==> config.mk <==
export PLATFORM = sky130hd
export DESIGN_NAME = spi_mem_req
export DESIGN_NICKNAME = d
export VERILOG_FILES = /design/src/rtl/spi_mem_req.sv
export SDC_FILE = /design/constraint.sdc
export NUM_CORES = 1
export LEC_CHECK = 0
export ABC_AREA = 1
export CAP_MARGIN = 5
export CORE_MARGIN = 5
export CORE_UTILIZATION = 53
export CTS_CLUSTER_SIZE = 8
export DETAILED_ROUTE_END_ITERATION = 12
export MAX_ROUTING_LAYER = met4
export PLACE_DENSITY_LB_ADDON = 0.2
export SKIP_CTS_REPAIR_TIMING = 1
export SLEW_MARGIN = 30
export SYNTH_ARGS = -nofsm -noshare
export SYNTH_HDL_FRONTEND = slang
export SYNTH_SLANG_ARGS = --single-unit
==> constraint.sdc <==
create_clock -name clk -period 2.7 [get_ports clk]
set_input_delay 0.81 -clock clk [delete_from_list [all_inputs] [get_ports clk]]
set_output_delay 0.81 -clock clk [all_outputs]
set_load 0.02 [all_outputs]
==> src/rtl/spi_mem_req.sv <==
`default_nettype none
// ============================================================================
// Module      : spi_mem_req
// Description : Request FIFO and four-phase en/valid sequencer in front of the
//               FRAM SPI engine. Optional macro SPI_MEM_REQ_WRITE_ACK_EN makes
//               writes return a response as well as reads.
// Revision    : 1.0 - initial release
// ============================================================================
module spi_mem_req #(
    parameter int FIFO_DEPTH = 4
) (
    input  logic       clk,
    input  logic       rst,
    input  logic       req_valid,
    output logic       req_ready,
    input  logic       req_wr,
    input  logic [5:0] req_addr,
    input  logic [7:0] req_wdata,
    output logic       rsp_valid,
    input  logic       rsp_ready,
    output logic       rsp_wr,
    output logic [5:0] rsp_addr,
    output logic [7:0] rsp_data,
    output logic       mem_wr_en,
    output logic [5:0] mem_addr,
    output logic [7:0] mem_wr_data,
    input  logic [7:0] mem_rd_data,
    output logic       mem_en,
    input  logic       mem_valid,
    output logic       busy
);
    localparam int c_aw = (FIFO_DEPTH > 1) ? $clog2(FIFO_DEPTH) : 1;
`ifdef SPI_MEM_REQ_WRITE_ACK_EN
    localparam bit c_write_ack = 1'b1;
`else
    localparam bit c_write_ack = 1'b0;
`endif

    typedef enum logic [1:0] {
        S_IDLE    = 2'd0,
        S_ISSUE   = 2'd1,
        S_RELEASE = 2'd2,
        S_RESP    = 2'd3
    } state_t;

    state_t            r_state;
    logic              r_fifo_wr   [FIFO_DEPTH];
    logic [5:0]        r_fifo_addr [FIFO_DEPTH];
    logic [7:0]        r_fifo_data [FIFO_DEPTH];
    logic [c_aw:0]     r_wptr;
    logic [c_aw:0]     r_rptr;
    logic [c_aw-1:0]   w_widx;
    logic [c_aw-1:0]   w_ridx;
    logic              w_empty;
    logic              w_full;
    logic              w_push;
    logic              w_pop;

    assign w_widx    = r_wptr[c_aw-1:0];
    assign w_ridx    = r_rptr[c_aw-1:0];
    assign w_empty   = (r_wptr == r_rptr);
    // Same index with differing wrap bits means the write side lapped the read side.
    assign w_full    = (r_wptr[c_aw] != r_rptr[c_aw]) && (w_widx == w_ridx);
    assign req_ready = !w_full;
    assign w_push    = req_valid && !w_full;
    assign w_pop     = (r_state == S_IDLE) && !w_empty && !mem_valid;
    assign busy      = !w_empty || (r_state != S_IDLE);

    always_ff @(posedge clk) begin
        if (w_push) begin
            r_fifo_wr[w_widx]   <= req_wr;
            r_fifo_addr[w_widx] <= req_addr;
            r_fifo_data[w_widx] <= req_wdata;
        end
    end

    always_ff @(posedge clk) begin
        if (rst) begin
            r_wptr <= '0;
        end else if (w_push) begin
            r_wptr <= r_wptr + (c_aw+1)'(1);
        end
    end

`ifdef SPI_MEM_REQ_WRITE_ACK_EN
    logic r_rsp_wr;
    assign rsp_wr = r_rsp_wr;
`else
    assign rsp_wr = 1'b0;
`endif

    always_ff @(posedge clk) begin
        if (rst) begin
            r_state     <= S_IDLE;
            r_rptr      <= '0;
            mem_en      <= 1'b0;
            mem_wr_en   <= 1'b0;
            mem_addr    <= '0;
            mem_wr_data <= '0;
            rsp_valid   <= 1'b0;
            rsp_addr    <= '0;
            rsp_data    <= '0;
`ifdef SPI_MEM_REQ_WRITE_ACK_EN
            r_rsp_wr    <= 1'b0;
`endif
        end else begin
            case (r_state)
                S_IDLE: begin
                    // The command register only loads here, keeping mem_* stable for the whole handshake.
                    if (w_pop) begin
                        r_rptr      <= r_rptr + (c_aw+1)'(1);
                        mem_wr_en   <= r_fifo_wr[w_ridx];
                        mem_addr    <= r_fifo_addr[w_ridx];
                        mem_wr_data <= r_fifo_data[w_ridx];
                        r_state     <= S_ISSUE;
                    end
                end
                S_ISSUE: begin
                    if (mem_valid) begin
                        mem_en   <= 1'b0;
                        rsp_addr <= mem_addr;
                        rsp_data <= mem_wr_en ? mem_wr_data : mem_rd_data;
`ifdef SPI_MEM_REQ_WRITE_ACK_EN
                        r_rsp_wr <= mem_wr_en;
`endif
                        r_state  <= S_RELEASE;
                    end else begin
                        mem_en <= 1'b1;
                    end
                end
                S_RELEASE: begin
                    if (!mem_valid) begin
                        if (!mem_wr_en || c_write_ack) begin
                            rsp_valid <= 1'b1;
                            r_state   <= S_RESP;
                        end else begin
                            r_state <= S_IDLE;
                        end
                    end
                end
                S_RESP: begin
                    if (rsp_ready) begin
                        rsp_valid <= 1'b0;
                        r_state   <= S_IDLE;
                    end
                end
                default: r_state <= S_IDLE;
            endcase
        end
    end
endmodule
`default_nettype wire

==> metrics.csv <==
metric,value,unit
status,"finished, final reports clean",
Clock Sinks,99,
DR DRC count,0,
asr flop ratio synth,0,%
Routed Antenna Nets,0,
Critical Path End Type,primary output,
number of max-cap violations,0,
final wirelength,7841,um
minimum clock period,2.591,ns
FP Rows,31,
critical path required time,1.89,ns
width of the die,95.93,um
main combinational cell family by area after synthesis,simple AND/OR/NAND/NOR gates,
Buf/Inv on CP,3,
area grow syn2layout,22.76,%
DR pass1 iterations,4,
synthesized area,3914,sq um
core box area,7214,sq um
clk_lat worst skew,0.36,ns
CTS max path bufs,2,
clock skew,0.006332,ns
cells after synthesis,376,
worst setup path class,reg -> out,
number of vias after detailed routing,2813,
largest net degree at the start of global routing,33,
per-cell routed wire length,14.47,um
H-tree depth,3,
final hold vios,0,
Simple-Gate Fraction of Synth Area,13.65,%
Crit path top cell by count,inv_1,
vias in the first global route,2612,
XOR/XNOR share of the synthesized area,0.9271,%
Inserted Diodes,0,
Max stage delay on crit path,0.61,ns
Post-layout nets,471,
pwr dens,892.2,nW/um^2
post-detail-place hpwl,5295,um
f_max,386.0,MHz
endpoints failing setup,0,
P_leak,1.768,nW
post-synthesis mux area share,0,%
Starting Density,54.25,%
post-synthesis sequential area ratio,65.98,%
"worst slack, placed",0.4794,ns
Yosys Warn Count,0,
first-pass GRT wire length,12430,um
layout cells sized above 1,7.449,%
GPL Wtd Cong,0.7921,
"CP delay by family, top",buffers and inverters,
Worst Path Max Fanout,6,
Yosys cell types,28,
Pins Over Slew Limit,0,
Die H,95.93,um
fin crit share,95.95,%
Root Driver,clkbuf_8,
DIE AREA,9203,sq um
Port Buffers,60,
main flop type after synthesis,edfxtp_1,
Critical Path Start Type,flop,
starting DRC count in detailed routing,132,
crit-path cells,inv_1 > nand2_1 > inv_1 > nand4_1 > clkdlybuf4s50_1,
vias per inst,5.190,
synthesized-area fraction occupied by adder cells,1.598,%
Hold Crit Class,reg -> reg,
compound-cell area share of the yosys netlist,13.11,%
net count after synthesis,409,
Peak VDD IR,0.0004375,V
number of buffers created by CTS,9,
RSZ-0062 raised after global routing,no,
setup TNS,0,ns
antenna violations before repair,0,
CTS tree,done,
GRT Total Usage,18.43,%
post-synthesis register bit count,99,
Setup WS post-layout,0.1094,ns
number of fill cells,596,
global route overflow,0,
clk slew on worst S/H paths,0.09,ns
Post-synth EDFFs,60,
crit path DAT,1.78,ns
Synth Area per Inst,10.41,sq um
Worst path slowest cell,clkdlybuf4s50_1,
# IOs,62,
-- cell usage after synthesis, types with 3 or more instances --
master    instances  area (sq um)
o22ai_1          14         87.58
o21ai_1          19         95.09
clkbuf_1         10         37.54
nor2_1           87         326.6
dfxtp_1          39         780.8
edfxtp_1         60          1802
buf_4             3         22.52
buf_2             5         25.02
a31oi_1           8         50.05
a21oi_1           7         35.03
nand3_1           4         20.02
ha_1              5         62.56
inv_1            17         63.81
o21ai_0          49         245.2
nand2_1          34         127.6
-- worst paths after layout --
path / start / to / slack [ns] / cells after the start
worst max-delay path: r_state[0] / busy / 0.11 / 5
worst min-delay path: mem_wr_data[1] / rsp_data[1] / 0.50 / 2
worst max register to register: r_wptr[0] / r_fifo_data[3][4] / 0.99 / 7
worst min register to register: mem_wr_data[1] / rsp_data[1] / 0.50 / 2
-- cell usage in the layout (no fill, tap or decap) --
cell type	n
a21oi_1	7
o21ai_1	19
ha_1	5
inv_2	1
nand4_2	1
inv_4	2
o22ai_1	14
dfxtp_1	39
clkbuf_1	1
bufinv_16	1
inv_1	17
clkbuf_8	9
xnor2_4	1
xor2_1	1
nand2_1	34
clkinv_4	1
clkinv_2	2
a31oi_1	8
nor3_1	1
nor2_2	1
o21ai_0	49
nand3_2	1
nand2_2	1
clkdlybuf4s50_1	60
buf_4	11
conb_1	1
nor2_1	87
nand3b_1	1
inv_6	1
nand4_1	2
nand3_1	4
edfxtp_1	60
-- routing by layer --
layer  wire (um)  GRT usage (%)  up-vias  share of wire (%)
li1            -              -     1418                  -
met1        3627          23.59     1306                 46
met2        3597          28.78       78                 46
met3         475          3.362       11                6.1
met4         140          8.175        0                1.8
met5           0              -        -                  0
-- where the power goes --
group / total (mW) / internal (mW) / switching (mW)
clock: 0.928 / 0.431 / 0.497
sequential: 1.95 / 1.81 / 0.148
combinational: 1.40 / 0.566 / 0.839
total: 4.29 / 2.80 / 1.48
-- through the flow --
stage | total power, mW | hold slack (ns) | utilization [%] | instances | cell area (sq um)
2_1_floorplan | 2.868 | 0.4721 | - | 376 | 3914
3_3_place_gp | 3.364 | 0.4764 | 63.94 | 526 | 4613
3_5_place_dp | 3.401 | 0.4782 | 63.94 | 526 | 4613
4_1_cts | 4.318 | 0.4918 | 66.60 | 542 | 4805
5_1_grt | 4.536 | 0.5026 | 66.60 | 542 | 4805
6_report | 4.287 | 0.4953 | 66.60 | 542 | 4805
-- worst reg2reg max path, stage by stage, from the launching register on --
cell and delay, ns:
dfxtp_1 0.41, inv_1 0.11, nand2_1 0.07, nand2_1 0.10, nand4_2 0.12, nand2_1 0.17, nor2_1 0.14, buf_4 0.28
-- area by class of cell --
type | count | area, sq um | area share (%)
Clock buffer | 10 | 127.6 | 2.656
Clock inverter | 6 | 63.81 | 1.328
Inverter | 19 | 73.82 | 1.536
Multi-Input combinational cell | 238 | 1150 | 23.93
Sequential cell | 99 | 2582 | 53.75
Tap cell | 99 | 123.9 | 2.578
Timing Repair Buffer | 71 | 683.2 | 14.22
-- state kept, by name, summed over array words and instances (netlist names), 2 cells and up --
name,flops
r_fifo_addr,24
r_fifo_wr,4
r_state,2
mem_addr,6
mem_wr_data,8
rsp_addr,6
r_fifo_data,32
r_wptr,3
rsp_data,8
r_rptr,3
-- kinds of logic after synthesis --
logic type,after synthesis
and+or+nand+nor,133
DFF,99
AOI/OAI and AO/OA,97
buffers and inverters,39
adders and majority gates,5
xor gates and xnor gates,2
other,1
No activity file was read; power rests on OpenSTA's default activity.
